File: config.mk
export PLATFORM = sky130hd
export DESIGN_NAME = mem_port_arbiter
export DESIGN_NICKNAME = d
export VERILOG_FILES = /design/src/rtl/mem_port_arbiter.sv
export SDC_FILE = /design/constraint.sdc
export NUM_CORES = 1
export LEC_CHECK = 0
export CAP_MARGIN = 15
export CORE_ASPECT_RATIO = 0.8
export CORE_MARGIN = 2
export CORE_UTILIZATION = 49
export CTS_CLUSTER_SIZE = 20
export DETAILED_ROUTE_END_ITERATION = 7
export GPL_TIMING_DRIVEN = 0
export PLACE_DENSITY = 0.87
export SLEW_MARGIN = 10
export SYNTH_ARGS = -nofsm -noshare
export SYNTH_HDL_FRONTEND = slang
export SYNTH_SLANG_ARGS = --single-unit
File: constraint.sdc
create_clock -name clk -period 8.69 [get_ports clk]
set_input_delay 1.3035 -clock clk [delete_from_list [all_inputs] [get_ports clk]]
set_output_delay 1.3035 -clock clk [all_outputs]
set_load 0.01 [all_outputs]
File: src/rtl/mem_port_arbiter.sv
// mem_port_arbiter: shares one memory/MIO port between the data access
// (MEM stage, served first) and the instruction fetch of each pipeline step,
// then pulses cpu_en for one cycle so all pipeline registers advance together.
// Optional feature macro: MEM_ARB_TIMEOUT_EN abandons an access that waits
// TIMEOUT cycles without mem_ready, returns ERR_DATA and pulses bus_err.
// Without the macro the arbiter waits indefinitely and bus_err is tied 0.
module mem_port_arbiter #(
    parameter int          TIMEOUT  = 15,
    parameter logic [31:0] ERR_DATA = 32'hDEAD_BEEF
) (
    input  logic        clk,
    input  logic        rst,
    input  logic        if_req,
    input  logic [31:0] if_addr,
    output logic [31:0] if_rdata,
    input  logic        dm_req,
    input  logic        dm_we,
    input  logic [31:0] dm_addr,
    input  logic [31:0] dm_wdata,
    output logic [31:0] dm_rdata,
    output logic        mem_req,
    output logic        mem_we,
    output logic [31:0] mem_addr,
    output logic [31:0] mem_wdata,
    input  logic [31:0] mem_rdata,
    input  logic        mem_ready,
    output logic        cpu_en,
    output logic        bus_err
);

    typedef enum logic [1:0] {
        IDLE   = 2'd0,
        DATA   = 2'd1,
        FETCH  = 2'd2,
        COMMIT = 2'd3
    } state_t;

    state_t      state_q, state_d;
    logic        if_req_q, if_req_d;
    logic [31:0] if_addr_q, if_addr_d;
    logic        mem_req_q, mem_req_d;
    logic        mem_we_q, mem_we_d;
    logic [31:0] mem_addr_q, mem_addr_d;
    logic [31:0] mem_wdata_q, mem_wdata_d;
    logic [31:0] if_rdata_q, if_rdata_d;
    logic [31:0] dm_rdata_q, dm_rdata_d;
    logic        cpu_en_q, cpu_en_d;
    logic        access_done;
    logic        timed_out;

`ifdef MEM_ARB_TIMEOUT_EN
    logic [3:0] wait_cnt_q, wait_cnt_d;
    logic       bus_err_q, bus_err_d;

    // An access is abandoned once the wait counter has reached TIMEOUT and the memory still has not answered
    always_comb begin
        timed_out = 1'b0;
        if ((state_q == DATA || state_q == FETCH) && !mem_ready && wait_cnt_q == 4'(TIMEOUT)) begin
            timed_out = 1'b1;
        end
    end

    // Wait counter clears on every state change and counts cycles spent waiting for mem_ready
    always_comb begin
        wait_cnt_d = wait_cnt_q;
        bus_err_d  = timed_out;
        if (state_d != state_q) begin
            wait_cnt_d = 4'd0;
        end else if ((state_q == DATA || state_q == FETCH) && !mem_ready) begin
            wait_cnt_d = wait_cnt_q + 4'd1;
        end
    end

    // Timeout bookkeeping registers
    always_ff @(posedge clk or posedge rst) begin
        if (rst) begin
            wait_cnt_q <= 4'd0;
            bus_err_q  <= 1'b0;
        end else begin
            wait_cnt_q <= wait_cnt_d;
            bus_err_q  <= bus_err_d;
        end
    end

    assign bus_err = bus_err_q;
`else
    logic unused_timeout;

    assign timed_out      = 1'b0;
    assign bus_err        = 1'b0;
    assign unused_timeout = ^TIMEOUT;
`endif

    // Next-state logic: latch the step's requests in IDLE, serve data before fetch, then commit
    always_comb begin
        state_d     = state_q;
        if_req_d    = if_req_q;
        if_addr_d   = if_addr_q;
        mem_addr_d  = mem_addr_q;
        mem_wdata_d = mem_wdata_q;
        if_rdata_d  = if_rdata_q;
        dm_rdata_d  = dm_rdata_q;
        access_done = mem_ready || timed_out;
        case (state_q)
            IDLE: begin
                if_req_d  = if_req;
                if_addr_d = if_addr;
                if (dm_req) begin
                    state_d     = DATA;
                    mem_addr_d  = dm_addr;
                    mem_wdata_d = dm_wdata;
                end else if (if_req) begin
                    state_d    = FETCH;
                    mem_addr_d = if_addr;
                end
            end
            DATA: begin
                if (access_done) begin
                    if (!mem_we_q) begin
                        dm_rdata_d = timed_out ? ERR_DATA : mem_rdata;
                    end
                    if (if_req_q) begin
                        state_d    = FETCH;
                        mem_addr_d = if_addr_q;
                    end else begin
                        state_d = COMMIT;
                    end
                end
            end
            FETCH: begin
                if (access_done) begin
                    if_rdata_d = timed_out ? ERR_DATA : mem_rdata;
                    state_d    = COMMIT;
                end
            end
            COMMIT: begin
                state_d = IDLE;
            end
            default: begin
                state_d = IDLE;
            end
        endcase
    end

    // Port strobes and the advance pulse are decoded from the state being entered so they are registered
    always_comb begin
        mem_req_d = (state_d == DATA) || (state_d == FETCH);
        mem_we_d  = 1'b0;
        if (state_d == DATA) begin
            mem_we_d = (state_q == IDLE) ? dm_we : mem_we_q;
        end
        cpu_en_d = (state_d == COMMIT);
    end

    // State and output registers; reset drops the port request immediately
    always_ff @(posedge clk or posedge rst) begin
        if (rst) begin
            state_q     <= IDLE;
            if_req_q    <= 1'b0;
            if_addr_q   <= 32'd0;
            mem_req_q   <= 1'b0;
            mem_we_q    <= 1'b0;
            mem_addr_q  <= 32'd0;
            mem_wdata_q <= 32'd0;
            if_rdata_q  <= 32'd0;
            dm_rdata_q  <= 32'd0;
            cpu_en_q    <= 1'b0;
        end else begin
            state_q     <= state_d;
            if_req_q    <= if_req_d;
            if_addr_q   <= if_addr_d;
            mem_req_q   <= mem_req_d;
            mem_we_q    <= mem_we_d;
            mem_addr_q  <= mem_addr_d;
            mem_wdata_q <= mem_wdata_d;
            if_rdata_q  <= if_rdata_d;
            dm_rdata_q  <= dm_rdata_d;
            cpu_en_q    <= cpu_en_d;
        end
    end

    assign mem_req   = mem_req_q;
    assign mem_we    = mem_we_q;
    assign mem_addr  = mem_addr_q;
    assign mem_wdata = mem_wdata_q;
    assign if_rdata  = if_rdata_q;
    assign dm_rdata  = dm_rdata_q;
    assign cpu_en    = cpu_en_q;

endmodule
==> flow_metrics.py, run 1 <==
metrics = {
    "outcome": {
        "status": "finished clean",
    },
    "cells_and_area": {
        "antenna_cells": 0,
        "final_util": 0.728,
        "syn_to_final_growth_pct": 47.0,
        "drive_above_1_share": 0.382,
        "stdcell_count": 927,
        "layout.nets": 861,
    },
    "worst_setup_path": {
        "startpoint_type": "register",
        "cpMaxStageDelayCell": "clkdlybuf4s50_1",
        "max_stage_delay_ps": 610,
        "cp_max_fo": 3,
        "arrival_ps": 1450,
        "crit_chain": "clkdlybuf4s50_1",
        "path_class": "register to primary output",
        "rrSetupSlack_ps": 6850,
        "reg2reg_to": "mem_wdata[1]",
        "critPathBufInv": 1,
        "cp_top_family": "buffers and inverters",
        "rr_worst_depth": 6,
        "critPathCaptureType": "primary output",
        "required_ps": 7390,
        "r2r_start": "state_q[0]",
    },
    "pwr": {
        "p_seq_frac": 0.343,
        "switching_power_mw": 1.21,
        "p_leak_nw": 4.64,
        "power_density_nw_per_um2": 374,
        "p_comb_frac": 0.482,
        "p_int_mw": 2.84,
        "p_total_mw": 4.05,
        "switching_share": 0.299,
        "ir_drop_mv": 0.208,
        "power_frac_clock": 0.174,
    },
    "min_path": {
        "min_from": "dm_rdata[19]",
        "hold_depth": 1,
        "holdCritPathClass": "register to register",
        "holdPathEnd": "dm_rdata[19]",
    },
    "placement": {
        "gp_congestion": 0.763,
        "dp_slack_ps": 5590,
        "dp_hpwl_microns": 12900,
        "io_buffers": 263,
        "placed_cells": 896,
    },
    "sta": {
        "clock-skew-final_ps": 7.06,
        "tns_ps": 0,
        "fmax_mhz": 363,
        "drv_slew": 0,
        "rsz0062_at_grt": "false",
        "worstMarginPinSlew_ps": 501,
        "period_share": 0.317,
        "fin_ws_ps": 5940,
        "hold_viol": 0,
        "slew_headroom": 0.666,
        "finalSetupViolCount": 0,
        "fin_crit_ps": 2750,
    },
    "synth": {
        "syn_area_sq_um": 7360,
        "synth_warnings": 0,
        "syn_inst": 443,
        "seq_area_frac_synth": 0.564,
        "synth_seq_cells": 166,
        "syn-num-nets": 578,
        "synth_cell_types": 28,
        "syn_area_per_cell_sq_um": 16.6,
    },
    "cts": {
        "cts.hold.buffers_added": 0,
        "insertion_delay_ps": 420,
        "clkTransAtPathRegs_ps": 60,
        "cts_max_level": 4,
        "ctsResizeCount": 0,
        "cts_buffer_depth": 2,
        "numCtsBuffers": 17,
        "clock_sinks": 166,
        "cts_root_buffer": "clkbuf_16",
        "post_cts_buffers": 0,
        "cts_tree": "built",
    },
    "global_route": {
        "grt_pass1_wl_microns": 27800,
        "antenna_found_initial": 0,
        "grt_usage": 0.225,
        "grt_pass1_vias": 5250,
        "grt_overflow": 0,
        "grt_start_max_net_pins": 101,
    },
    "routing": {
        "drt-total-wl_microns": 17600,
        "num_vias": 4744,
        "ant_nets": 0,
        "drtPass1Iterations": 4,
        "vias_per_cell": 5.12,
        "drc": 0,
        "avgRoutedWirePerCell_microns": 19.0,
        "drtIter0Drc": 163,
    },
    "die": {
        "io_pins": 266,
        "die_w_microns": 141,
        "start_util": 0.495,
        "num_rows": 40,
        "chipHeight_microns": 114,
        "die-area_sq_um": 16000,
        "design.core.area_sq_um": 14900,
    },
    "run": {
        "cap_violations": 0,
    },
}
## through the flow
| step | cell area, sq um | hold slack (ps) |
|---|---|---|
| after floorplan | 7360 | 477 |
| after global routing | 10800 | 518 |
| after global placement | 10200 | 472 |
| final | 10800 | 489 |
| after CTS | 10800 | 492 |
| after detailed placement | 10300 | 477 |
## cell usage after synthesis, drive strengths merged
cell | instances | share of area
a211oi | 1 | 0.0027
a21boi | 1 | 0.0010
a21o | 1 | 0.0010
a221oi | 2 | 0.0024
a22o | 1 | 0.0012
and2 | 1 | 0.00085
buf | 26 | 0.034
clkbuf | 1 | 0.00068
conb | 1 | 0.00051
dfrtp | 166 | 0.56
ha | 1 | 0.0017
inv | 4 | 0.0020
mux2 | 225 | 0.37
nand2 | 2 | 0.0010
nand2b | 3 | 0.0036
nand3b | 1 | 0.0010
nor2 | 1 | 0.0015
nor2b | 1 | 0.00085
nor3 | 3 | 0.0043
o21ai | 1 | 0.00068
## placed cells by master, fill, tap and decap left out, drive strengths merged, types with 2 or more instances in the layout
master / instances
a221oi: 2
buf: 27
clkbuf: 24
clkdlybuf4s50: 263
clkinv: 6
dfrtp: 166
inv: 4
mux2: 225
nand2: 2
nand2b: 3
nor3: 3
## cell type report
class                           instances  area, sq um
Inverter                                4         22.5
Multi-Input combinational cell        246         2940
Buffer                                 27          253
Sequential cell                       166         4150
Fill cell                             955         4050
Clock inverter                          8         75.1
Tap cell                              189          236
Timing Repair Buffer                  264         2660
Clock buffer                           23          478
## sequential cells by signal, summed over array words and instances (netlist names)
name	cells
if_addr_q	32
if_req_q	1
state_q	2
mem_addr	32
mem_we	1
mem_wdata	32
cpu_en	1
if_rdata	32
dm_rdata	32
mem_req	1
## worst max-delay path by stage
stage / from / to / slack [ps] / cells after the start
2_1_floorplan: rst / cpu_en / 2900 / 1
3_3_place_gp: rst / dm_rdata[4] / 970 / 2
3_5_place_dp: mem_ready / mem_addr[2] / 5590 / 5
4_1_cts: mem_we / mem_we / 5940 / 1
5_1_grt: mem_we / mem_we / 5910 / 1
6_report: mem_we / mem_we / 5940 / 1
## per-layer routing
layer / vias up / wire length [microns] / global-route usage
met5: - / 0 / 0
met4: 0 / 337 / 0.0793
met3: 25 / 1220 / 0.0718
met2: 173 / 8750 / 0.387
met1: 2406 / 7300 / 0.268
li1: 2140 / - / -
## cells by family after synthesis
group / synth area share
AOI/OAI and AO/OA: 0.00901
adders and majority gates: 0.00170
buffers and inverters: 0.0364
DFF: 0.564
muxes: 0.375
other: 0.000510
and+or+nand+nor: 0.0131
## power groups by stage
stage / sequential (mW) / combinational, mW / clock [mW]
floorplan: 1.51 / 0.939 / 0
global placement: 1.37 / 1.91 / 0
detailed placement: 1.40 / 1.97 / 0
CTS: 1.39 / 1.98 / 0.722
global route: 1.44 / 2.07 / 0.758
finish: 1.39 / 1.95 / 0.706
Note: power is estimated with default switching activity, not from simulation.
==> run 2: changes to the inputs <==
CORE_UTILIZATION = 41   (was 49)
PLACE_DENSITY = 0.77   (was 0.87)
clock period = 2.52 ns   (was 8.69 ns; I/O delays follow)
==> run 2 against run 1 <==
Compared with the run above: sequential power grew to 3.5 times the previous value; die area grew 19%; final cell count grew 4.3%; critical endpoint is now mem_wdata[17]; largest power group unchanged.
==> flow_metrics.py, run 2 (synthesis gave the netlist of run 1 again) <==
metrics = {
    "outcome": {
        "status": "finished clean",
    },
    "die": {
        "die_w_microns": 154,
        "start_util": 0.422,
        "chipHeight_microns": 124,
        "die-area_sq_um": 19000,
        "io_pins": 266,
        "num_rows": 43,
        "design.core.area_sq_um": 17400,
    },
    "routing": {
        "drt-total-wl_microns": 18000,
        "drc": 0,
        "ant_nets": 0,
        "drtIter0Drc": 159,
        "vias_per_cell": 4.92,
        "avgRoutedWirePerCell_microns": 18.6,
        "num_vias": 4755,
        "drtPass1Iterations": 4,
    },
    "cts": {
        "cts_max_level": 4,
        "cts_buffer_depth": 2,
        "cts.hold.buffers_added": 0,
        "clkTransAtPathRegs_ps": 70,
        "cts_tree": "built",
        "ctsResizeCount": 0,
        "insertion_delay_ps": 420,
        "post_cts_buffers": 0,
        "cts_root_buffer": "clkbuf_16",
        "numCtsBuffers": 17,
        "clock_sinks": 166,
    },
    "global_route": {
        "grt_start_max_net_pins": 41,
        "grt_usage": 0.190,
        "antenna_found_initial": 0,
        "grt_overflow": 0,
        "grt_pass1_vias": 5299,
        "grt_pass1_wl_microns": 28300,
    },
    "cells_and_area": {
        "final_cell_mix": "clkdlybuf4s50_1 (263), dfrtp_1 (166), mux2_2 (160), mux2_4 (60), clkbuf_16 (17)",
        "final_common_cell": "clkdlybuf4s50_1",
        "antenna_cells": 0,
        "fillCellCount": 1282,
        "multi_input_area_sq_um": 2940,
        "regArea_sq_um": 4150,
        "layout.nets": 864,
        "drive_above_1_share": 0.388,
        "design_area_sq_um": 10900,
        "syn_to_final_growth_pct": 48.2,
    },
    "worst_setup_path": {
        "rr_worst_depth": 6,
        "startpoint_type": "register",
        "critPathCaptureType": "register",
        "rrSetupSlack_ps": 690,
        "arrival_ps": 2120,
        "path_class": "register to register",
        "required_ps": 2810,
        "cp_max_fo": 10,
    },
    "sta": {
        "fmax_mhz": 548,
        "tns_ps": 0,
        "rsz0062_at_grt": "false",
        "period_share": 0.725,
        "hold_slack_ps": 345,
        "drv_slew": 0,
        "worstMarginPinSlew_ps": 511,
        "fin_crit_ps": 1830,
        "clock-skew-final_ps": 7.14,
        "hold_viol": 0,
        "slew_headroom": 0.659,
        "finalSetupViolCount": 0,
    },
    "pwr": {
        "p_leak_nw": 4.66,
        "ir_drop_mv": 0.542,
        "power_density_nw_per_um2": 1280,
    },
    "run": {
        "cap_violations": 0,
    },
    "placement": {
        "io_buffers": 263,
        "gp_congestion": 0.836,
        "dpl_cell_area_sq_um": 10400,
        "dp_hpwl_microns": 13500,
    },
    "min_path": {
        "holdCritPathClass": "input port to async pin",
    },
}
## run 2: critical path, cell delays in order (launching register included)
cell      delay [ps]
dfrtp_1          360
buf_4            180
nor2_4           250
and2_1           170
clkbuf_2         160
buf_4            200
mux2_2           370
## run 2: report_power, final
part / internal [mW] / switching, mW / leakage [nW]
logic: 4.31 / 2.43 / 2.43
registers: 4.06 / 0.740 / 1.96
clock network: 1.33 / 1.10 / 0.267
## run 2: metrics by stage
| step | worst slack, ps | std cells | power (mW) | utilization |
|---|---|---|---|---|
| 2_1_floorplan | 29.2 | 443 | 8.46 | - |
| 3_3_place_gp | -1250 | 931 | 11.4 | 0.590 |
| 3_5_place_dp | 336 | 935 | 11.6 | 0.594 |
| 4_1_cts | 661 | 967 | 14.1 | 0.626 |
| 5_1_grt | 568 | 967 | 14.7 | 0.626 |
| 6_report | 694 | 967 | 14.0 | 0.626 |
## run 2: final timing paths
path,from,to
max,state_q[0],mem_wdata[17]
min,rst,mem_wdata[21]
max reg2reg,state_q[0],mem_wdata[17]
min reg2reg,dm_rdata[19],dm_rdata[19]
max in group asynchronous,rst,mem_addr[5]
min in group clk,dm_rdata[19],dm_rdata[19]
## run 2: area by class of cell
type                    count  share of cell area
plain buffers              27              0.0232
inverters                   4             0.00172
flip-flops and latches    166               0.381
multi-input cells         246               0.269
repair buffers            267               0.249
clock inverters            12             0.00872
well taps                 225              0.0258
clock buffers              20              0.0419
## run 2: layer usage
| layer | up-vias | track usage | share of wire | routed length, microns |
|---|---|---|---|---|
| met2 | 170 | 0.324 | 0.51 | 9110 |
| met4 | 0 | 0.0579 | 0.014 | 254 |
| met5 | - | 0 | 0 | 0 |
| met1 | 2412 | 0.232 | 0.41 | 7440 |
| met3 | 18 | 0.0612 | 0.067 | 1210 |
| li1 | 2155 | - | - | - |
==> run 3: changes to the inputs <==
clock period = 1.49 ns   (was 2.52 ns; I/O delays follow)
==> run 3 against run 2 <==
Compared with the run above: the run now ends with negative setup slack left; non-clock buffer count rose by 29; clock power up 79%; flip-flop and latch count unchanged; sequential power grew 69%.
==> flow_metrics.py, run 3 (synthesis gave the netlist of run 1 again) <==
metrics = {
    "worst_setup_path": {
        "arrival_ps": 1900,
        "required_ps": 1800,
        "crit_path_start": "state_q[0]",
        "cpMaxStageDelayCell": "dfrtp_1",
        "cp_top_family": "multiplexers",
        "critPathBufInv": 3,
        "path_class": "register to register",
        "path_common_cell": "mux2_2",
        "startpoint_type": "register",
        "r2r_start": "state_q[0]",
        "critPathCaptureType": "register",
        "max_stage_delay_ps": 370,
        "crit_chain": "buf_6 > nand2b_4 > buf_12 > buf_4 > mux2_2 > mux2_2",
        "cp_max_fo": 8,
    },
    "cts": {
        "numCtsBuffers": 17,
        "cts_buffer_depth": 2,
        "cts_max_level": 4,
        "insertion_delay_ps": 430,
        "clock_sinks": 166,
        "cts.hold.buffers_added": 0,
        "cts_tree": "built",
        "clkTransAtPathRegs_ps": 70,
        "cts_root_buffer": "clkbuf_16",
    },
    "global_route": {
        "antenna_found_initial": 0,
        "grt_usage": 0.203,
        "grt_pass1_vias": 5380,
        "grt_pass1_wl_microns": 29700,
        "grt_overflow": 0,
        "grt_start_max_net_pins": 37,
    },
    "die": {
        "io_pins": 266,
        "design.core.area_sq_um": 17400,
        "num_rows": 43,
        "die_w_microns": 154,
        "start_util": 0.422,
        "die-area_sq_um": 19000,
        "chipHeight_microns": 124,
    },
    "placement": {
        "placed_cells": 935,
        "io_buffers": 263,
        "dp_slack_ps": -567,
        "gp_congestion": 0.778,
        "dp_hpwl_microns": 13500,
    },
    "cells_and_area": {
        "syn_to_final_growth_pct": 60.3,
        "multi_input_area_sq_um": 3280,
        "regArea_sq_um": 4150,
        "fillCellCount": 1234,
        "stdcell_count": 996,
        "drive_above_1_share": 0.422,
        "final_common_cell": "dfrtp_1",
        "antenna_cells": 0,
        "layout.nets": 893,
        "final_cell_mix": "dfrtp_1 (166), mux2_4 (143), clkdlybuf4s50_1 (132), dlygate4sd2_1 (131), mux2_2 (80)",
    },
    "pwr": {
        "p_leak_nw": 5.47,
        "ir_drop_mv": 1.13,
        "power_density_nw_per_um2": 2150,
    },
    "sta": {
        "worstMarginPinSlew_ps": 673,
        "slew_headroom": 0.551,
        "clock-skew-final_ps": 11.3,
        "drv_slew": 0,
        "fin_crit_ps": 1600,
        "hold_viol": 0,
        "period_share": 1.07,
        "finalSetupViolCount": 135,
        "rsz0062_at_grt": "true",
        "fmax_mhz": 627,
        "fin_ws_ps": -106,
    },
    "outcome": {
        "status": "finished with violations",
        "violations": "negative setup slack",
    },
    "routing": {
        "num_vias": 4973,
        "avgRoutedWirePerCell_microns": 20.1,
        "vias_per_cell": 4.99,
        "drtIter0Drc": 165,
        "ant_nets": 0,
        "drt-total-wl_microns": 20000,
        "drc": 0,
        "drtPass1Iterations": 4,
    },
    "min_path": {
        "holdCritPathClass": "input port to async pin",
    },
    "run": {
        "cap_violations": 0,
    },
}
-- run 3: stage by stage --
stage          hold slack, ps  power, mW  setup TNS, ps  cell area, sq um   util
2_1_floorplan             364       15.0        -147080              7620      -
3_3_place_gp              487       20.0        -406660             10500  0.604
3_5_place_dp              492       20.4         -59540             10600  0.609
4_1_cts                   245       24.8          -8470             11500  0.662
5_1_grt                   281       26.6         -12240             11800  0.677
6_report                  242       25.4          -5960             11800  0.677
-- run 3: where the power goes --
part / switching [mW] / leakage [nW] / internal [mW] / total [mW]
Sequential: 1.24 / 1.96 / 6.86 / 8.10
Clock: 1.92 / 0.274 / 2.42 / 4.34
Combinational: 4.80 / 3.24 / 8.17 / 13.0
-- run 3: path summary, 6_finish.rpt --
check | end | slack, ps | cells past startpoint
max | mem_addr[31] | -110 | 6
min | mem_wdata[11] | 240 | 2
max reg2reg | mem_addr[31] | -110 | 6
min reg2reg | if_rdata[2] | 500 | 1
max in group asynchronous | mem_addr[3] | 380 | 4
min in group clk | mem_addr[30] | 400 | 4
-- run 3: worst reg2reg max path: stages (launching register included) --
cell	delay (ps)
dfrtp_1	370
buf_6	140
nand2b_4	90
buf_12	170
buf_4	130
mux2_2	320
mux2_2	260
-- run 3: layer usage --
| layer | global-route usage | wire length, microns |
|---|---|---|
| met1 | 0.255 | 8800 |
| met2 | 0.338 | 9600 |
| met3 | 0.0630 | 1210 |
| met4 | 0.0682 | 405 |
| met5 | 0 | 0 |
-- run 3: repair_timing --
item	CTS	global route
gates cloned	7	7
pin swaps	4	4
setup endpoints to repair	284	143
resized for setup	183	31
buffers inserted	19	3
-- run 3: cell type report --
type / count / share of cell area
Tap cell: 225 / 0.0239
Clock buffer: 20 / 0.0387
Clock inverter: 12 / 0.0101
Sequential cell: 166 / 0.352
Multi-Input combinational cell: 246 / 0.278
Inverter: 4 / 0.00159
Buffer: 22 / 0.0314
Timing Repair Buffer: 301 / 0.264
